--- src/rtl/watchdog_pkg.sv ---
// Shared types for the commit watchdog: FSM states, end causes and the boot PC.
package watchdog_pkg;

    typedef enum logic [1:0] {
        ST_RUN   = 2'd0,
        ST_DRAIN = 2'd1,
        ST_DONE  = 2'd2
    } state_e;

    typedef enum logic [2:0] {
        CAUSE_NONE    = 3'd0,
        CAUSE_HALT    = 3'd1,
        CAUSE_TIMEOUT = 3'd2,
        CAUSE_STALL   = 3'd3,
        CAUSE_LOOP    = 3'd4,
        CAUSE_ERROR   = 3'd5
    } cause_e;

    localparam logic [31:0] RESET_PC = 32'h0000_0060;

endpackage

--- src/rtl/sat_counter.sv ---
// Saturating up-counter adding a variable amount per cycle, with synchronous clear.
// Sticks at all-ones instead of wrapping.
module sat_counter #(
    parameter int W     = 32,
    parameter int AMT_W = 1
) (
    input  logic             clk,
    input  logic             rst,
    input  logic             i_clr,
    input  logic [AMT_W-1:0] i_amt,
    output logic [W-1:0]     o_cnt
);

    logic [W-1:0] r_cnt;
    logic [W:0]   w_sum;

    // One extra bit catches the carry out that signals saturation.
    assign w_sum = {1'b0, r_cnt} + (W+1)'(i_amt);

    always_ff @(posedge clk) begin
        if (rst || i_clr) begin
            r_cnt <= '0;
        end else if (w_sum[W]) begin
            r_cnt <= '1;
        end else begin
            r_cnt <= w_sum[W-1:0];
        end
    end

    assign o_cnt = r_cnt;

endmodule

--- src/rtl/commit_watchdog.sv ---
// Ends a simulation run on halt, timeout, commit stall, same-PC loop or checker error.
// End conditions are sampled in RUN and register one cycle later; errors drain DRAIN_CYC cycles first.
module commit_watchdog
    import watchdog_pkg::*;
#(
    parameter int NUM_CH    = 2,
    parameter int CNT_W     = 32,
    parameter int LOOP_W    = 11,
    parameter int DRAIN_CYC = 5
) (
    input  logic                   clk,
    input  logic                   rst,
    input  logic [NUM_CH-1:0]      commit,
    input  logic [NUM_CH-1:0][31:0] pc_rdata,
    input  logic [NUM_CH-1:0]      halt,
    input  logic [15:0]            errcode,
    input  logic [CNT_W-1:0]       timeout_lim,
    input  logic [CNT_W-1:0]       stall_lim,
    input  logic                   loop_en,
    output logic                   finish,
    output logic                   done,
    output logic [2:0]             cause,
    output logic [15:0]            err_latched,
    output logic [CNT_W-1:0]       cycles,
    output logic [CNT_W-1:0]       retired
);

    localparam int PC_W = $clog2(NUM_CH + 1);
    localparam int DR_W = $clog2(DRAIN_CYC + 1);

    state_e              r_state, w_state_nxt;
    cause_e              r_cause, w_cause_nxt;
    logic [DR_W-1:0]     r_drain, w_drain_nxt;
    logic [15:0]         r_err, w_err_nxt;
    logic                r_finish;
    logic [LOOP_W-1:0]   r_rep, w_rep_nxt;
    logic [31:0]         r_last_pc, w_pc_nxt;
    logic [CNT_W-1:0]    w_idle;
    logic [PC_W-1:0]     w_ncommit;
    logic                w_active, w_run;
    logic                w_halt, w_timeout, w_stall, w_loop, w_error;

    assign w_active = (r_state != ST_DONE);
    assign w_run    = (r_state == ST_RUN);

    always_comb begin
        w_ncommit = '0;
        for (int i = 0; i < NUM_CH; i++) begin
            w_ncommit = w_ncommit + PC_W'(commit[i]);
        end
    end

    sat_counter #(.W(CNT_W), .AMT_W(1)) u_cycles (
        .clk   (clk),
        .rst   (rst),
        .i_clr (1'b0),
        .i_amt (w_active),
        .o_cnt (cycles)
    );

    sat_counter #(.W(CNT_W), .AMT_W(PC_W)) u_retired (
        .clk   (clk),
        .rst   (rst),
        .i_clr (1'b0),
        .i_amt (w_active ? w_ncommit : '0),
        .o_cnt (retired)
    );

    sat_counter #(.W(CNT_W), .AMT_W(1)) u_idle (
        .clk   (clk),
        .rst   (rst),
        .i_clr (|commit),
        .i_amt (w_run && (commit == '0)),
        .o_cnt (w_idle)
    );

    // Oldest channel first, so a repeat can be seen both across and within a cycle.
    always_comb begin
        w_pc_nxt  = r_last_pc;
        w_rep_nxt = r_rep;
        for (int i = 0; i < NUM_CH; i++) begin
            if (commit[i]) begin
                if (pc_rdata[i] == w_pc_nxt) begin
                    if (w_rep_nxt != '1) begin
                        w_rep_nxt = w_rep_nxt + LOOP_W'(1);
                    end
                end else begin
                    w_rep_nxt = '0;
                end
                w_pc_nxt = pc_rdata[i];
            end
        end
    end

    assign w_halt    = |(commit & halt);
    assign w_timeout = (timeout_lim != '0) && (cycles >= timeout_lim);
    assign w_stall   = (stall_lim != '0) && (w_idle >= stall_lim);
    assign w_loop    = loop_en && (w_rep_nxt == '1);
    assign w_error   = (errcode != 16'd0);

    always_comb begin
        w_state_nxt = r_state;
        w_cause_nxt = r_cause;
        w_drain_nxt = r_drain;
        w_err_nxt   = r_err;
        unique case (r_state)
            ST_RUN: begin
                if (w_error) begin
                    w_state_nxt = ST_DRAIN;
                    w_drain_nxt = DR_W'(DRAIN_CYC);
                    w_err_nxt   = errcode;
                end else if (w_halt) begin
                    w_state_nxt = ST_DONE;
                    w_cause_nxt = CAUSE_HALT;
                end else if (w_loop) begin
                    w_state_nxt = ST_DONE;
                    w_cause_nxt = CAUSE_LOOP;
                end else if (w_stall) begin
                    w_state_nxt = ST_DONE;
                    w_cause_nxt = CAUSE_STALL;
                end else if (w_timeout) begin
                    w_state_nxt = ST_DONE;
                    w_cause_nxt = CAUSE_TIMEOUT;
                end
            end
            ST_DRAIN: begin
                w_drain_nxt = r_drain - DR_W'(1);
                if (r_drain == DR_W'(1)) begin
                    w_state_nxt = ST_DONE;
                    w_cause_nxt = CAUSE_ERROR;
                end
            end
            ST_DONE: begin
                w_state_nxt = ST_DONE;
            end
            default: begin
                w_state_nxt = ST_RUN;
            end
        endcase
    end

    always_ff @(posedge clk) begin
        if (rst) begin
            r_state   <= ST_RUN;
            r_cause   <= CAUSE_NONE;
            r_drain   <= '0;
            r_err     <= '0;
            r_finish  <= 1'b0;
            r_rep     <= '0;
            r_last_pc <= RESET_PC;
        end else begin
            r_state  <= w_state_nxt;
            r_cause  <= w_cause_nxt;
            r_drain  <= w_drain_nxt;
            r_err    <= w_err_nxt;
            r_finish <= w_active && (w_state_nxt == ST_DONE);
            if (w_run) begin
                r_rep     <= w_rep_nxt;
                r_last_pc <= w_pc_nxt;
            end
        end
    end

    assign finish      = r_finish;
    assign done        = (r_state == ST_DONE);
    assign cause       = r_cause;
    assign err_latched = r_err;

endmodule

--- config.mk ---
export PLATFORM = sky130hd
export DESIGN_NAME = commit_watchdog
export DESIGN_NICKNAME = d
export VERILOG_FILES = /design/src/rtl/watchdog_pkg.sv /design/src/rtl/sat_counter.sv /design/src/rtl/commit_watchdog.sv
export SDC_FILE = /design/constraint.sdc
export NUM_CORES = 1
export LEC_CHECK = 0
export BUFFER_PORTS_ARGS = -buffer_cell sky130_fd_sc_hd__buf_2
export CAP_MARGIN = 20
export CORE_UTILIZATION = 50
export DETAILED_ROUTE_END_ITERATION = 10
export PLACE_DENSITY = 0.74
export SLEW_MARGIN = 20
export SYNTH_ARGS = -nofsm -noshare
export SYNTH_HDL_FRONTEND = slang
export SYNTH_HIERARCHICAL = 1
export SYNTH_SLANG_ARGS = --single-unit
--- constraint.sdc ---
create_clock -name clk -period 5.25 [get_ports clk]
set_input_delay 0.7875 -clock clk [delete_from_list [all_inputs] [get_ports clk]]
set_output_delay 0.7875 -clock clk [all_outputs]
set_load 0.02 [all_outputs]
Word-level counts from Yosys, hierarchy flattened
Index checks and enable logic that the tools add are counted.
Widths: inputs -> output; s select.
{ "classes": {"n_addsub": 7, "order_cmp": 2, "n_eq_ne": 14, "muxes": 28, "bitwise": 1, "n_reduce_logical": 17} }
{ "ops": {"columns": ["op", "n"], "rows": [
  ["$mux 32", 5],
  ["$add 32x1->33", 2],
  ["$mux 11", 6],
  ["$eq 32x32->1", 2],
  ["$ge 32x32->1", 2],
  ["$reduce_bool 32->1", 2],
  ["$add 32x2->33", 1],
  ["$add 11x1->11 const B", 2],
  ["$ne 11x11->1 const B", 2],
  ["$mux 3", 7],
  ["$reduce_bool 16->1", 1],
  ["$mux 2", 7],
  ["$pmux 3 s2", 2],
  ["$eq 11x11->1 const B", 1],
  ["$ne 2x2->1 const B", 3],
  ["$pmux 2 s3", 1],
  ["$logic_and 1x1->1", 5],
  ["$ne 5x1->1 const B", 1],
  ["$eq 2x2->1 const B", 2],
  ["$logic_not 2->1", 2],
  ["$reduce_and 2->1", 2],
  ["$reduce_and 4->1", 1],
  ["$reduce_or 2->1", 2],
  ["$eq 3x1->1 const B", 1],
  ["other kinds (7)", 7]
]} }
{ "word_totals": {"register_bits": 164, "inputBits": 151, "out_inout_bits": 85, "elab_cells": 79} }

Longest topological paths before layout
Gate-level depths: netlist of the first run.
{ "logic_depth": {"depth_word": 16, "mapped_depth": 16, "mapped_depth_nobuf": 15} }

Cells and area by module
The synthesis of the first run kept the hierarchy.
{ "by_module_without_submodules": {"columns": ["module", "instances", "cells_per_inst", "area_per_inst_um2", "seq_area_each_um2"], "rows": [
  ["commit_watchdog", 1, 823, 6336.1, 1361.3],
  ["sat_counter (u_cycles ...)", 2, 174, 1561.5, 640.6],
  ["sat_counter (u_retired)", 1, 183, 1552.7, 640.6]
]} }

Worst setup path after synthesis of the first run
Ideal clock, no wire load.
{ "synth_path": {"kind": "input-to-reg", "from": "input commit[1]", "to": "register u_retired.r_cnt[19], in the netlist u_retired/o_cnt[19]", "setup_time_ns": 0.074, "arrival_ns": 3.933, "t_required_ns": 5.176, "setup_slack_ns": 1.243, "cell_stages": 16, "n_path_buf": 5, "path_cell_list": "clkbuf_1 inv_1 clkbuf_1 clkbuf_1 ha_1 and2_1 ha_1 inv_1 fa_1 and4b_1 nand2_1 or3_1 or3_1 buf_6 buf_6 a31oi_1"} }
{ "synth_between": {"elab_chain_len": 4} }
{ "synth_lines": {"columns": ["element", "line_no", "text"], "rows": [
  ["start: declaration", "commit_watchdog.sv:13", "input logic [NUM_CH-1:0] commit,"],
  ["$add 1x1->2", "commit_watchdog.sv:49", "w_ncommit = w_ncommit + PC_W'(commit[i]);"],
  ["$mux 2", "commit_watchdog.sv:65", ".i_amt (w_active ? w_ncommit : '0),"],
  ["$add 32x2->33", "sat_counter.sv:18", "assign w_sum = {1'b0, r_cnt} + (W+1)'(i_amt);"],
  ["$mux 32", "sat_counter.sv:23", "end else if (w_sum[W]) begin"],
  ["end signal: assignment", "sat_counter.sv:26", "r_cnt <= w_sum[W-1:0];"],
  ["end: declaration", "sat_counter.sv:14", "logic [W-1:0] r_cnt;"]
]} }
No other way between the ends.
A chain may end at the register's enable or synchronous reset.

Worst setup path after layout of the first run
{ "layout_path": {"from": "input pc_rdata[15] in the netlist's numbering", "to": "register r_cause[2], in the netlist cause[2]"} }
{ "layout_between": {"elab_chain_len": 13, "elab_cells_between_ends": 18, "classes_between": "add/sub: 1; eq/ne: 5; mux: 10; reduce/logical: 2"} }
{ "layout_lines": {"columns": ["element", "line_no", "text"], "rows": [
  ["start: declaration", "commit_watchdog.sv:14", "input logic [NUM_CH-1:0][31:0] pc_rdata,"],
  ["$eq 32x32->1", "commit_watchdog.sv:83", "if (pc_rdata[i] == w_pc_nxt) begin"],
  ["$mux 11", "commit_watchdog.sv:83", null],
  ["$mux 11", "commit_watchdog.sv:82", "if (commit[i]) begin"],
  ["$add 11x1->11 or $ne 11x11->1 (tied branches)", "commit_watchdog.sv:85, commit_watchdog.sv:84", null],
  ["$mux 11", "commit_watchdog.sv:84", "if (w_rep_nxt != '1) begin"],
  ["$mux 11", "commit_watchdog.sv:83", null],
  ["$mux 11 *", "commit_watchdog.sv:82", null],
  ["$eq 11x11->1 *", "commit_watchdog.sv:98", "assign w_loop = loop_en && (w_rep_nxt == '1);"],
  ["$logic_and 1x1->1 *", "commit_watchdog.sv:98", null],
  ["$mux 3", "commit_watchdog.sv:115", "end else if (w_loop) begin"],
  ["$mux 3", "commit_watchdog.sv:112", "end else if (w_halt) begin"],
  ["$mux 3", "commit_watchdog.sv:108", "if (w_error) begin"],
  ["$pmux 3 s2", "commit_watchdog.sv:106", "unique case (r_state)"],
  ["end signal: assignment", "commit_watchdog.sv:153", "r_cause <= w_cause_nxt;"],
  ["end: declaration", "commit_watchdog.sv:32", "cause_e r_cause, w_cause_nxt;"]
]} }
Every way passes the cells marked *; elsewhere a longest branch is shown, timed or not. The select of a mux whose other input is x is not followed.

==> key figures, run 1 <==
Clocking
  • Maximum clock insertion buffer count: 2
  • Htree depth: 4
  • Skew-Pair Late Insertion Delay: 440 ps
  • Clock-pin transition on the worst setup and hold timing paths: 70 ps
  • CTS tree: yes
  • Hold Buf Count CTS: 0
  • CTS resizes: 0
  • Post-CTS Setup Inserts: 0
  • Clk sink count: about 160
  • Total CTS buffers: 17
  • Clock root cell: clkbuf_16

Yosys
  • Leading area contributor after synthesis: dfxtp_1
  • Yosys warns: 6
  • Synthesized instance count: 1,354
  • Asr flop ratio synth: 0%
  • Top post-synthesis cells by count: dfxtp_1, a21oi_1, nand2_1
  • Synth area leaders: dfxtp_1, ha_1, xnor2_1, a21oi_1, nand2_1
  • Seq/Total Area, Yosys: between 20% and 30%
  • Syn Std Cell Area: between 10,000 and 15,000 µm²
  • Syn Area/Cell: around 8.1 µm²
  • Post-synth cell types: 79
  • Main synth FF type: dfxtp_1
  • Post-synth EDFFs: 0
  • Cell with the most instances after synthesis: dfxtp_1
  • Synth Register Bits: ~160
  • Yosys top cell area share: between 20 and 30%

Critical path
  • WP data required: between 5000 and 6000 ps
  • Ordered list of cells on the worst path: buf_2 > xnor2_1 > nand4_1 > nor4_1 > a21oi_1 > nor2b_1 > ha_1 > nand2_1 > nor3_1 > a21oi_1 > nor4_1 > nand2_1 > nor4b_1 > nand4_1 > and2_1 > o221a_1
  • Max FO, Critical Path: 13
  • CP peak stage delay: 520 ps
  • Critical Path Slowest Stage Cell: nor3_1
  • Setup crit start kind: input pin
  • Critical Path AT: 4750 ps
  • Critical path class: input pin to flip-flop
  • Slack of the worst reg-to-reg path: 940 ps
  • Critical Path Sink Type: flip-flop

Job
  • Maxcap violations: 0

Routing
  • Drt total wl: 30.9 mm
  • Via-to-Cell Ratio: between 5 and 6
  • Pre-Repair DR Iteration Count: 5
  • Drt initial violations: between 400 and 500
  • Avg WL per Cell: roughly 17 µm
  • Vias: roughly 11,000
  • ANT nets after route: 0
  • DRC Markers: 0

Power
  • Sw Ratio: approximately 29%
  • Clock power share: between 40% and 50%
  • P_sw: 911 µW
  • Share of total power in sequential cells: between 40% and 50%
  • Int Power: roughly 2.2 mW
  • P_leak: around 5.7 nW
  • Pwr dens: 243 nW/µm²
  • Maximum vdd drop: around 220 µV
  • Combinational group share of total power: about 15%

Layout
  • Post-Layout Inst Area: about 13,000 µm²
  • Share of cells above drive strength 1: between 10% and 20%
  • Final nets: about 1,800
  • Diode count: 0
  • Fill cell count: 1,904
  • Layout area overhead: 16.7%

Die
  • Row count: 53
  • Die Ht: between 150 and 200 µm
  • Starting Density: between 50% and 60%
  • Chip width: 150 µm
  • # IOs: approximately 240
  • Die area: roughly 23,000 µm²
  • Floorplan core area: about 21,000 µm²

STA
  • Crit share post-route: between 80% and 90%
  • Final Hold Viols: 0
  • Slew Viols, Final: 0
  • Worst slew pin tran: roughly 1000 ps
  • Slew HR: between 30% and 40%
  • Unrepaired setup endpoints after global routing: false
  • Final setup viols: 0
  • Setup TNS: 0 ps
  • Post-layout min period: about 4400 ps
  • Fmax: ~230 MHz
  • Clock Skew: approximately 14 ps

Placed design
  • RD Place Congestion: slightly below 0.9
  • IO Port Bufs: between 200 and 250
  • Dpl hpwl: ~23 mm
  • DP Area: around 12,000 µm²

Global routing
  • Total gr overflow: 0
  • Vias in the first global route: between 10,000 and 15,000
  • Largest net degree at the start of global routing: 45
  • Tot GR Track Use: 27.2%
  • Initial antenna violation count: 0
  • Global-route wire length before repair: 49.0 mm

Status
  • Status: finished clean

Min path
  • Hold Crit Class: flip-flop to flip-flop
[routing by layer]
layer	global-route usage, %	vias to the layer above	wire (µm)
met4	11.0	0	767
met1	34.3	5014	13700
met3	5.52	47	1990
met5	0	-	0
li1	-	5325	-
met2	45.3	332	14500
[critical path: cells and delay by family]
kind	cells	cell delay [ps]
AND/OR/NAND/NOR	10	2620
AO/OA/AOI/OAI	3	730
XOR/XNOR	1	270
adder cells (fa/ha/maj)	1	220
buffers and inverters	1	120
[power by group through the flow]
stage / Combinational (mW) / Clock, mW / Sequential, mW
2_1_floorplan: 0.282 / 0 / 1.37
3_3_place_gp: 0.460 / 0 / 1.36
3_5_place_dp: 0.470 / 0 / 1.36
4_1_cts: 0.472 / 1.34 / 1.33
5_1_grt: 0.521 / 1.39 / 1.34
6_report: 0.473 / 1.32 / 1.33
[logic make-up after synthesis]
logic type / count (synthesis) / share of synthesized area, %
xor+xnor: 133 / 10.6
compound gates: 347 / 19.0
fa+ha+maj: 77 / 8.82
flops: 164 / 29.8
other cells: 1 / 0.0341
simple gates: 441 / 22.2
buf+inv: 154 / 6.23
mux: 37 / 3.37
[path summary, 6_finish.rpt]
| path | to | startpoint | depth (start not counted) |
|---|---|---|---|
| max | cause[2] | pc_rdata[15] | 16 |
| min | err_latched[11] | err_latched[11] | 2 |
| max reg2reg | cause[2] | r_last_pc[15] | 15 |
| min reg2reg | err_latched[11] | err_latched[11] | 2 |
[cell usage in the layout, fill, tap and decap left out, drive strengths merged, types with 9 or more instances in the layout]
cell and instances:
buf 241, dfxtp 164, a21oi 161, nand2 104
xnor2 100, inv 96, ha 76, nor2 62
nand4 53, nor4 50, o21ai 49, mux2i 36
xor2 33, nor3 33, nand3 33, a21o 30
o22ai 28, and3 25, clkbuf 17, a31oi 16
and4 16, and2 13, or2 12, or3 10
a211oi 9
[cell type report]
| type | count | area (µm²) | area share (%) |
|---|---|---|---|
| Clock buffer | 17 | 425 | 3.31 |
| Clock inverter | 15 | 188 | 1.46 |
| Inverter | 88 | 330 | 2.57 |
| Multi-Input combinational cell | 1039 | 7060 | 54.9 |
| Sequential cell | 164 | 3280 | 25.6 |
| Tap cell | 275 | 344 | 2.68 |
| Timing Repair Buffer | 241 | 1220 | 9.50 |
[registers in the layout, indices dropped and copies added, names as in the netlist]
signal / flops
u_retired/o_cnt: 32
r_drain: 3
r_last_pc: 32
u_idle/o_cnt: 32
r_rep: 11
cause: 3
finish: 1
u_cycles/o_cnt: 32
err_latched: 16
r_state: 2
[stage by stage]
step	hold WS (ps)	cells	power, mW	setup WS [ps]	util (%)
4_1_cts	456	1839	3.14	927	60.4
2_1_floorplan	457	1357	1.65	1240	-
3_5_place_dp	446	1807	1.83	502	57.5
6_report	453	1839	3.12	828	60.4
5_1_grt	466	1839	3.25	406	60.4
3_3_place_gp	441	1807	1.82	643	57.5
No activity file was read; power rests on OpenSTA's default activity.
==> run 2, diff against run 1 <==
--- a/config.mk
+++ b/config.mk
@@ -9,7 +9,7 @@
 export CAP_MARGIN = 20
 export CORE_UTILIZATION = 50
 export DETAILED_ROUTE_END_ITERATION = 10
-export PLACE_DENSITY = 0.74
+export PLACE_DENSITY = 0.77
 export SLEW_MARGIN = 20
 export SYNTH_ARGS = -nofsm -noshare
 export SYNTH_HDL_FRONTEND = slang
==> constraint.sdc (replaced) <==
create_clock -name clk -period 3.8 [get_ports clk]
set_input_delay 0.57 -clock clk [delete_from_list [all_inputs] [get_ports clk]]
set_output_delay 0.57 -clock clk [all_outputs]
set_load 0.02 [all_outputs]
==> run 2 against run 1 <==
Non-clock buffer count increased by 44; core utilization increased by 1.7 points; hold slack worse by 66 ps; register-to-register slack got worse by 670 ps; first-iteration DRC count up 25%; clock power increased by 33%; highest routed layer is now met5; wire length rose by 3.2%; clock skew decreased by 1.5 ps; sequential share of layout area decreased by 0.71 points.
==> key figures, run 2 (synthesis gave the netlist of run 1 again) <==
Die
  • Floorplan core area: 21,300 µm² (unchanged)
  • Starting Density: 51.7% (unchanged)
  • Row count: 53 (unchanged)
  • Die area: 22,600 µm² (unchanged)
  • Die Ht: 150 µm (unchanged)
  • Chip width: 150 µm (unchanged)
  • # IOs: 236 (unchanged)

Power
  • P_leak: 5.92 nW (+4.0%)
  • Combinational group share of total power: 16.0% (+0.9 points)
  • Sw Ratio: 28.2% (-0.94 points)
  • Share of total power in sequential cells: 43.0% (+0.3 points)
  • P_sw: 1.21 mW (+33%)
  • Final Total Pwr: 4.28 mW (+37%)
  • Maximum vdd drop: 293 µV (+35%)
  • Int Power: 3.07 mW (+39%)
  • Pwr dens: 324 nW/µm² (+33%)
  • Clock power share: 41.0% (-1.2 points)

Clocking
  • Hold Buf Count CTS: 0 (unchanged)
  • Maximum clock insertion buffer count: 2 (unchanged)
  • Clk sink count: 164 (unchanged)
  • Skew-Pair Late Insertion Delay: 430 ps (about the same)
  • Total CTS buffers: 17 (unchanged)
  • Post-CTS Setup Inserts: 0 (unchanged)
  • CTS tree: yes
  • CTS resizes: 0 (unchanged)
  • Clock root cell: clkbuf_16
  • Htree depth: 4 (unchanged)
  • Clock-pin transition on the worst setup and hold timing paths: 70 ps (about the same)

STA
  • Fmax: 283 MHz
  • Post-layout min period: about 3500 ps
  • Worst slew pin tran: 1040 ps (-8.88 ps)
  • Clock Skew: 12.3 ps (-1.54 ps)
  • Slew Viols, Final: 0 (unchanged)
  • Setup TNS: 0 ps (unchanged)
  • Slew HR: 30.7% (+0.59 points)
  • Post-route setup slack: 266 ps (-562 ps)
  • Crit share post-route: about 93%
  • Final Hold Viols: 0 (unchanged)
  • Final setup viols: 0 (unchanged)

Job
  • Maxcap violations: 0 (unchanged)

Critical path
  • Ordered list of cells on the worst path: xnor2_1 > nand4_1 > nor4_2 > a21oi_2 > nor2_1 > ha_1 > nand2_1 > nor3_1 > buf_4 > a21oi_1 > nor4_2 > nand2_1 > nor4b_2 > nand4_1 > and2_4 > o221a_1
  • Setup crit start kind: flip-flop
  • CP peak stage delay: 390 ps (-130 ps)
  • WP data required: 4120 ps (-1450 ps)
  • Max FO, Critical Path: 4 (-9)
  • Critical Path Sink Type: flip-flop
  • Critical Path AT: 3850 ps (-900 ps)
  • Delay-heaviest family, CP: simple AND/OR/NAND/NOR gates
  • Critical path class: flip-flop to flip-flop
  • Worst path bufs/invs: 1 (unchanged)
  • Critical Path Slowest Stage Cell: nor4_2

Layout
  • Share of cells above drive strength 1: 22.1% (+2.7 points)
  • Most frequent cells in the layout: buf_2, dfxtp_1, a21oi_1, nand2_1, xnor2_1
  • Post-Layout Inst Area: 13,200 µm² (+2.9%)
  • Layout area overhead: 20.0%
  • Commonest non-fill, non-tap cell in the layout: buf_2
  • Final cell count without fillers: 1,884 (+2.4%)
  • Final nets: 1,823 (+2.5%)

Routing
  • DRC Markers: 0 (unchanged)
  • Vias: 11,000 (+2.6%)
  • Avg WL per Cell: 16.9 µm (+0.74%)
  • Drt initial violations: 584 (+25%)
  • Drt total wl: 31.9 mm (+3.2%)
  • ANT nets after route: 0 (unchanged)
  • Pre-Repair DR Iteration Count: 6 (+1)
  • Via-to-Cell Ratio: 5.83 (+0.11%)

Global routing
  • Vias in the first global route: 10,300 (+2.6%)
  • Total gr overflow: 0 (unchanged)
  • Largest net degree at the start of global routing: 41 (-8.9%)
  • Tot GR Track Use: 27.5% (+0.30 points)
  • Initial antenna violation count: 2 (+2)
  • Global-route wire length before repair: 49.6 mm (+1.4%)

Placed design
  • Dpl hpwl: 24.0 mm (+4.1%)
  • Pre-CTS setup slack: -104 ps (-606 ps)
  • IO Port Bufs: 235 (unchanged)
  • RD Place Congestion: 0.934 (+5.0%)
  • DP Area: 12,600 µm² (+2.7%)
  • Placed insts: 1,851 (+2.4%)

Status
  • Status: finished clean

Min path
  • Hold Crit Class: input pin to flip-flop
==> run 2: worst register-to-register path, stage by stage (launching register included) <==
cell and delay (ps):
dfxtp_1 330, xnor2_1 230, nand4_1 170, nor4_2 390
a21oi_2 140, nor2_1 180, ha_1 190, nand2_1 70
nor3_1 140, buf_4 150, a21oi_1 90, nor4_2 330
nand2_1 110, nor4b_2 280, nand4_1 200, and2_4 230
o221a_1 190
==> run 2: path summary, 6_finish.rpt <==
kind                        from  slack, ps  depth (start not counted)             end
setup / recovery   r_last_pc[10]        270                         16        cause[2]
hold / removal        errcode[8]        390                          3  err_latched[8]
setup reg to reg   r_last_pc[10]        270                         16        cause[2]
hold reg to reg   err_latched[4]        460                          2  err_latched[4]
==> run 2: through the flow <==
stage               utilization [%]  hold slack [ps]
floorplan                         -              457
global placement               59.0              441
detailed placement             59.0              449
CTS                            61.8              373
global route                   62.1              377
finish                         62.1              387
==> run 2: per-layer routing <==
metal / global-route usage (%) / routed length [µm]
met1: 33.3 / 13800
met2: 46.8 / 15000
met5: 0 / 13
met4: 12.0 / 1040
met3: 5.97 / 2040
==> run 2: final cells by class <==
| type | instances | area, µm² |
|---|---|---|
| Antenna cell | 1 | 2.50 |
| Inverter | 88 | 330 |
| Clock inverter | 13 | 145 |
| Tap cell | 275 | 344 |
| Timing Repair Buffer | 285 | 1550 |
| Multi-Input combinational cell | 1039 | 7120 |
| Clock buffer | 19 | 443 |
| Fill cell | 1892 | 8070 |
| Sequential cell | 164 | 3280 |
==> run 2: power by group through the flow <==
stage	sequential (mW)	clock, mW	combinational [mW]
final	1.84	1.75	0.687
after global routing	1.85	1.86	0.750
after CTS	1.84	1.79	0.678
after detailed placement	1.88	0	0.674
after global placement	1.87	0	0.659
after floorplan	1.89	0	0.389
